## config.mk

```make
export PLATFORM = sky130hd
export DESIGN_NAME = fir_coeff_loader
export DESIGN_NICKNAME = d
export VERILOG_FILES = /design/src/rtl/fir_pkg.sv /design/src/rtl/fir_coeff_loader.sv
export SDC_FILE = /design/constraint.sdc
export NUM_CORES = 1
export LEC_CHECK = 0
export CORE_MARGIN = 8
export CORE_UTILIZATION = 33
export DETAILED_ROUTE_END_ITERATION = 16
export PLACE_DENSITY = 0.68
export RECOVER_POWER = 25
export SLEW_MARGIN = 20
export SYNTH_ARGS = -nofsm -noshare
export SYNTH_HDL_FRONTEND = slang
export SYNTH_SLANG_ARGS = --single-unit
```

## constraint.sdc

```tcl
create_clock -name clk2 -period 2.15 [get_ports clk2]
set_input_delay 0.645 -clock clk2 [delete_from_list [all_inputs] [get_ports clk2]]
set_output_delay 0.645 -clock clk2 [all_outputs]
set_load 0.02 [all_outputs]
```

## src/rtl/fir_pkg.sv

```systemverilog
// Constants and the FSM state type shared by the coefficient loader and fir_core.
package fir_pkg;

    localparam int FIR_NTAPS = 64;
    localparam int FIR_CW    = 16;
    localparam int FIR_CAW   = $clog2(FIR_NTAPS);

    typedef enum logic [1:0] {
        ST_IDLE,
        ST_LOAD,
        ST_HOLD,
        ST_DONE
    } fir_state_e;

endpackage

```

## src/rtl/fir_coeff_loader.sv

```systemverilog
// Streams NTAPS host coefficients into the FIR core coefficient memory, then holds cload.
// Optional running checksum of accepted coefficients: define FIR_COEFF_CHECKSUM_EN.
module fir_coeff_loader
    import fir_pkg::*;
#(
    parameter int NTAPS       = FIR_NTAPS,
    parameter int CW          = FIR_CW,
    parameter int HOLD_CYCLES = 4
) (
    input  logic                                   clk2,
    input  logic                                   rst,
    input  logic                                   start,
    input  logic [CW-1:0]                          s_coeff,
    input  logic                                   s_valid,
    output logic                                   s_ready,
    output logic                                   cload,
    output logic [((NTAPS > 1) ? $clog2(NTAPS) : 1)-1:0] caddr,
    output logic [CW-1:0]                          cin,
    output logic                                   busy,
    output logic                                   done,
    output logic [CW-1:0]                          checksum
);

    localparam int AW = (NTAPS > 1) ? $clog2(NTAPS) : 1;
    localparam int BW = $clog2(NTAPS + 1);
    localparam int HW = (HOLD_CYCLES > 1) ? $clog2(HOLD_CYCLES) : 1;

    fir_state_e      state, state_nxt;
    logic [BW-1:0]   beat_cnt;
    logic [HW-1:0]   hold_cnt;
    logic            beat_acc;
    logic            last_beat;
    logic            hold_end;

    // Counter bound keeps s_ready low once NTAPS beats are in, even in LOAD.
    assign s_ready   = (state == ST_LOAD) && (beat_cnt < BW'(NTAPS));
    assign beat_acc  = s_valid && s_ready;
    assign last_beat = beat_acc && (beat_cnt == BW'(NTAPS - 1));
    assign hold_end  = (hold_cnt == HW'(HOLD_CYCLES - 1));
    assign busy      = (state == ST_LOAD) || (state == ST_HOLD);
    assign done      = (state == ST_DONE);

    always_ff @(posedge clk2) begin
        if (rst) state <= ST_IDLE;
        else     state <= state_nxt;
    end

    always_comb begin
        state_nxt = state;
        case (state)
            ST_IDLE: if (start)     state_nxt = ST_LOAD;
            ST_LOAD: if (last_beat) state_nxt = ST_HOLD;
            ST_HOLD: if (hold_end)  state_nxt = ST_DONE;
            ST_DONE:                state_nxt = ST_IDLE;
            default:                state_nxt = ST_IDLE;
        endcase
    end

    always_ff @(posedge clk2) begin
        if (rst) begin
            beat_cnt <= '0;
            hold_cnt <= '0;
        end else begin
            if (state == ST_IDLE && start) beat_cnt <= '0;
            else if (beat_acc)             beat_cnt <= beat_cnt + 1'b1;

            if (state == ST_HOLD) hold_cnt <= hold_cnt + 1'b1;
            else                  hold_cnt <= '0;
        end
    end

    // Write port: advances only on accepted beats, otherwise the last word is held
    // (and rewritten) until the sequence leaves HOLD.
    always_ff @(posedge clk2) begin
        if (rst) begin
            cload <= 1'b0;
            caddr <= '0;
            cin   <= '0;
        end else if (beat_acc) begin
            cload <= 1'b1;
            caddr <= beat_cnt[AW-1:0];
            cin   <= s_coeff;
        end else if (state_nxt != ST_LOAD && state_nxt != ST_HOLD) begin
            cload <= 1'b0;
            caddr <= '0;
            cin   <= '0;
        end
    end

`ifdef FIR_COEFF_CHECKSUM_EN
    logic [CW-1:0] sum_q;

    always_ff @(posedge clk2) begin
        if (rst)                            sum_q <= '0;
        else if (state == ST_IDLE && start) sum_q <= '0;
        else if (beat_acc)                  sum_q <= sum_q + s_coeff;
    end

    assign checksum = sum_q;
`else
    assign checksum = '0;
`endif

endmodule

```

==> flow_metrics.tcl <==
set metrics [dict create \
    status "complete, no violations" \
    maxSlewViolCount 0 \
    netlist_area_um2 1450 \
    fp.dieArea_um2 6770 \
    clkPwrFrac_pct 31.5 \
    grt_pass1_vias 1181 \
    synth_compound_area_share_pct 19.4 \
    grt_busiest_layer "met2" \
    initial_core_util_pct 33.8 \
    fillers 397 \
    required_ns 2.37 \
    cts.sinks 34 \
    r2r_start "state[1]" \
    reg2reg_setup_slack_ns 0.01 \
    worst_r2r_endpoint "cin[9]" \
    multiInputGateArea_um2 753 \
    placed_area_um2 1960 \
    vias 1161 \
    period_needed_ns 2.14 \
    crit_arrival_ns 2.36 \
    avgSynthCellArea_um2 10.3 \
    power.switching_mw 0.333 \
    yosys_warnings 0 \
    leakage_nw 0.932 \
    antenna_found_initial 0 \
    fp.dieH_um 82.3 \
    grt_util_met2_pct 17.1 \
    drcViolationCount 0 \
    ir_drop_mv 0.246 \
    instances_no_fill 258 \
    p_sw_share_pct 24.9 \
    clk_latency_ns 0.27 \
    synth_edf_count 0 \
    drive_gt1_share_pct 24.8 \
    routabilityCongestion 0.828 \
    n_antenna_cell 0 \
    endpoint "cin[9]" \
    comb_power_share_pct 19.5 \
    cp-startpoint "state[1]" \
    synthAdderAreaFrac_pct 6.90 \
    hp-class "flop to flop" \
    synth_mux_area_share_pct 0.690 \
    ys.flop_type "dfxtp_1" \
    p_int_mw 1.00 \
    wl_per_cell_um 14.2 \
    synth_seq_cells 34 \
    p_seq_share_pct 49.0 \
    use_met3_pct 3.03 \
    drt_first_pass_iters 4 \
    port-buffer-count 45 \
    regArea_um2 693 \
    grt_util_all_layers_pct 10.2 \
    cts_buffers 5 \
    crit_fanout 6 \
    netlist_instances 141 \
    pin_count 62 \
    r2r_cells 11 \
    rows 24 \
    synth_xor_area_share_pct 2.42 \
    cp-end-kind "flop" \
    drtIter0Drc 44 \
    dp.cells 241 \
    async_flop_share_pct 0 \
    clkTransAtPathRegs_ns 0.06 \
    synth_cell_types 32 \
    syn2layout_area_growth_pct 57.0 \
    nets 234 \
    max_freq_ghz 0.468 \
    critPathKind "flop to flop" \
    min_period_over_period_pct 99.5 \
    htreeDepth 2 \
    core_area_um2 4290 \
    hpwl_um 2400 \
    routed_wl_um 3660 \
    overflow 0 \
    maxCapViolations 0 \
    powerDensity_nw_per_um2 586 \
    finalClockSkew_ns 0.00506 \
    final_design_area_no_fill_um2 2280 \
    die_w_um 82.3 \
    grt_use_met1_pct 11.4 \
    cts_tree "done" \
    synthSimpleGateAreaFrac_pct 11.7 \
    startpoint_type "flop" \
    seq_area_frac_synth_pct 46.9 \
    synth_top_family_by_area "compound AO/OA/AOI/OAI gates" \
    setup_viol 0 \
    finalPower_mw 1.33 \
    hold_violations 0 \
    clockBufferDepth 2 \
    ctsRootBufferMaster "clkbuf_8" \
    drt-vias-per-instance 4.50 \
    grt_setup_unrepaired "yes" \
    ant_nets 0 \
    grt_max_degree 24 \
    grt_pass1_wl_um 5310 \
]
[cell usage after synthesis (2+ instances only)]
cell type   n  share of area [%]
inv_1       3               0.78
nand2_1     7                1.8
nor3_1      2               0.69
dfxtp_1    34                 47
o21ai_0     5                1.7
a22o_2      4                2.8
buf_6       2                1.6
nand3_1     3                1.0
buf_4      16                8.3
a22o_1     18                 11
and2_1      2               0.86
and3_1      2               0.86
ha_1        8                6.9
xor2_1      3                1.8
a21oi_1     2               0.69
clkbuf_1    4                1.0
nor2_1     11                2.8
[area by class of cell]
type | instances | area share, %
clock buffer | 7 | 3.35
timing repair buffer | 65 | 29.6
inverter | 3 | 0.714
sequential | 34 | 30.4
tap | 52 | 2.86
multi-input combinational | 97 | 33.1
[routing by layer]
metal / routed length [um] / part of all wire (%)
met2: 1850 / 51
met3: 278 / 7.6
met1: 1470 / 40
met4: 56 / 1.5
met5: 0 / 0
[worst min-delay path by stage]
stage	startpoint	endpoint	slack, ns	cells past startpoint
after CTS	hold_cnt[0]	hold_cnt[0]	0.43	1
after floorplan	hold_cnt[0]	hold_cnt[0]	0.40	1
after detailed placement	hold_cnt[0]	hold_cnt[0]	0.42	1
after global placement	hold_cnt[0]	hold_cnt[0]	0.42	1
final	hold_cnt[0]	hold_cnt[0]	0.43	1
after global routing	hold_cnt[0]	hold_cnt[0]	0.47	1
[power by group through the flow]
stage          Clock, mW  Combinational, mW  Sequential [mW]
2_1_floorplan          0              0.116            0.681
3_3_place_gp           0              0.197            0.667
3_5_place_dp           0              0.199            0.667
4_1_cts            0.432              0.244            0.654
5_1_grt            0.466              0.278            0.656
6_report           0.420              0.260            0.654
[flip-flops by register name, summed over array words and instances (netlist names)]
register,count
beat_cnt,7
caddr,6
cin,16
cload,1
hold_cnt,2
state,2
[worst max-delay path: stages, from the launching register on]
cell and delay [ns]:
dfxtp_4 0.36, inv_4 0.08, ha_4 0.14, buf_6 0.10, nor3_2 0.03, a21o_1 0.22
a211o_1 0.34, a311oi_4 0.33, buf_6 0.16, buf_6 0.10, buf_12 0.10, a22o_2 0.13
[per-stage QoR]
step | utilization [%] | worst slack [ns] | hold slack (ns) | TNS [ns]
after detailed placement | 45.7 | -0.336 | 0.415 | -7.26
final | 53.0 | 0.0112 | 0.433 | 0
after CTS | 50.8 | 0.00926 | 0.430 | 0
after global placement | 45.7 | -0.308 | 0.416 | -6.66
after global routing | 53.0 | -0.0490 | 0.466 | -0.430
after floorplan | - | 0.113 | 0.402 | 0
[placed cells by master, fill, tap and decap left out, types with 2 or more instances in the layout]
master / Yosys / layout
clkdlybuf4s50_1: 0 / 39
dfxtp_1: 34 / 30
a22o_1: 18 / 18
conb_1: 1 / 16
nor2_1: 11 / 11
buf_4: 16 / 11
nand2_1: 7 / 6
clkbuf_8: 0 / 5
a22o_2: 4 / 4
ha_1: 8 / 4
ha_4: 0 / 4
buf_6: 2 / 4
o21ai_0: 5 / 3
nand3_1: 3 / 3
xor2_1: 3 / 3
dfxtp_4: 0 / 3
clkbuf_1: 4 / 3
dlygate4sd2_1: 0 / 3
inv_4: 0 / 2
o21ai_2: 0 / 2
and2_1: 2 / 2
and3_1: 2 / 2
buf_12: 0 / 2
[cell families after synthesis]
family                   Yosys count
flip-flops                        34
buffers and inverters             25
AND/OR/NAND/NOR                   34
other                              1
adder cells (fa/ha/maj)            8
multiplexers                       1
XOR/XNOR                           4
AO/OA/AOI/OAI                     34
[timing repair]
action,in CTS,in global routing
endpoints found under the setup margin,25,22
gates cloned,2,0
pin swaps,6,11
resized for setup,21,23
hold buffers,0,0
setup buffers,5,3
Note: power is estimated with default switching activity, not from simulation.
==> RTL change: new RTL, same settings <==
Build with the macro `FIR_COEFF_CHECKSUM_EN` defined.
--- a/src/rtl/fir_coeff_loader.sv
+++ b/src/rtl/fir_coeff_loader.sv
@@ -1,4 +1,6 @@
 // Streams NTAPS host coefficients into the FIR core coefficient memory, then holds cload.
 // Optional running checksum of accepted coefficients: define FIR_COEFF_CHECKSUM_EN.
+`define FIR_COEFF_CHECKSUM_EN
+
 module fir_coeff_loader
     import fir_pkg::*;
Function: changed (Yosys sat finds a counterexample within 4 cycles, from zero or initial values and one cycle with rst high).
==> RTL change against the original RTL <==
The flow now finishes with violations (setup timing); synthesized cell count is 90% higher; synthesized area is 76% higher; sequential power is 49% higher; sequential share of layout area is 6.1 points lower; clock skew is 0.0084 ns higher; sequential cell count is 16 higher; combinational power is 110% higher; core utilization is 1.1 points higher; cell count is 93% higher; setup slack worse by 0.019 ns; maximum frequency is 0.89% lower; power is 68% higher; wire length is 110% higher; design area is 81% higher.
==> RTL change: results (changes against the original RTL) <==
* Largest net degree at the start of global routing at 23 (-4.2%)
* GRT Util Overall at 13.94% (+3.7 points)
* Mux cell area share after synthesis at 0.9809% (+0.29 points)
* PnR worst setup slack at -0.008000 ns (-0.01923 ns)
* Vias after detailed routing at 2,537 (+120%)
* Lkg Pwr at 1.692 nW (+82%)
* GP Congestion at 0.8734 (+5.5%)
* Failing checks: setup timing
* Status: complete, but fails checks
* R2R Path Start: state[0]
* Slowest stage delay, CP at 0.27 ns (-0.09 ns)
* VDD IR max at 0.3080 mV (+25%)
* Setup crit start: s_coeff[11]
* Worst Skew at 0.01350 ns (+0.008445 ns)
* First-pass GRT wire length at 12.74 mm (+140%)
* Met1 global-route usage at 16.75% (+5.3 points)
* Share of cells above drive strength 1 at 29.62% (+4.9 points)
* Top cells by area, synth: dfxtp_1 (39%), ha_1 (11%), a22o_1 (7.9%)
* DP Wirelength at 5.349 mm (+120%)
* Fillers at 699 (+76%)
* Avg Cell Area, Syn at 9.519 um^2 (-7.4%)
* Nets at 437 (+87%)
* Worst Setup EP: checksum[14]
* Crit-path max FO at 2 (-4)
* Synth Area in Adders at 11.57% (+4.7 points)
* Commonest non-fill, non-tap cell in the layout: buf_4
* FF-to-FF End: cin[8]
* Iter 0 DRT Violations at 60 (+36%)
* Seq/Total Area, Yosys at 39.23% (-7.7 points)
* M2 GR Usage at 23.05% (+6.0 points)
* Worst path slowest cell: dlygate4sd2_1
* Setup Viol. Count Final at 1 (+1)
* Met3 Usage GRT at 3.036% (+0.0056 points)
* DR WL/cell at 15.14 um (+6.8%)
* Port bufs at 61 (+36%)
==> RTL change: worst register-to-register path: cells and delay by family, from the launching register on <==
family | cells | cell delay, ns
simple gates | 2 | 0.13
fa+ha+maj | 1 | 0.16
flops | 1 | 0.36
mux | 1 | 0.30
compound gates | 3 | 0.72
buf+inv | 3 | 0.35
==> RTL change: worst min-delay path by stage <==
stage	startpoint	end	slack [ns]	cells after the start
after floorplan	hold_cnt[0]	hold_cnt[0]	0.40	1
after global placement	hold_cnt[0]	hold_cnt[0]	0.41	1
after detailed placement	hold_cnt[0]	hold_cnt[0]	0.42	1
after CTS	hold_cnt[0]	hold_cnt[0]	0.44	1
after global routing	hold_cnt[0]	hold_cnt[0]	0.45	1
final	hold_cnt[0]	hold_cnt[0]	0.43	1
==> RTL change: cell type report <==
type,count,share of cell area [%]
well taps,102,3.101
clock inverters,2,0.9425
repair buffers,126,26.63
inverters,4,0.4257
flip-flops and latches,50,24.38
multi-input cells,207,42.51
clock buffers,6,2.007
==> RTL change: power by group through the flow <==
| stage | combinational, mW | clock [mW] | sequential (mW) |
|---|---|---|---|
| floorplan | 0.224 | 0 | 1.02 |
| global placement | 0.459 | 0 | 0.990 |
| detailed placement | 0.469 | 0 | 0.991 |
| CTS | 0.538 | 0.740 | 0.973 |
| global route | 0.594 | 0.779 | 0.980 |
| finish | 0.549 | 0.719 | 0.974 |
==> RTL change: per-stage QoR <==
step           total power, mW    TNS, ns  util (%)  setup slack [ns]  area, um^2
2_1_floorplan            1.241    -0.3707         -           -0.2383        2587
3_3_place_gp             1.449     -21.29     48.68           -0.7773        3704
3_5_place_dp             1.460     -23.28     48.68           -0.8125        3704
4_1_cts                  2.251   -0.04853     53.52          -0.04853        4071
5_1_grt                  2.352    -0.8222     54.10          -0.07932        4115
6_report                 2.242  -0.008000     54.10         -0.008000        4115
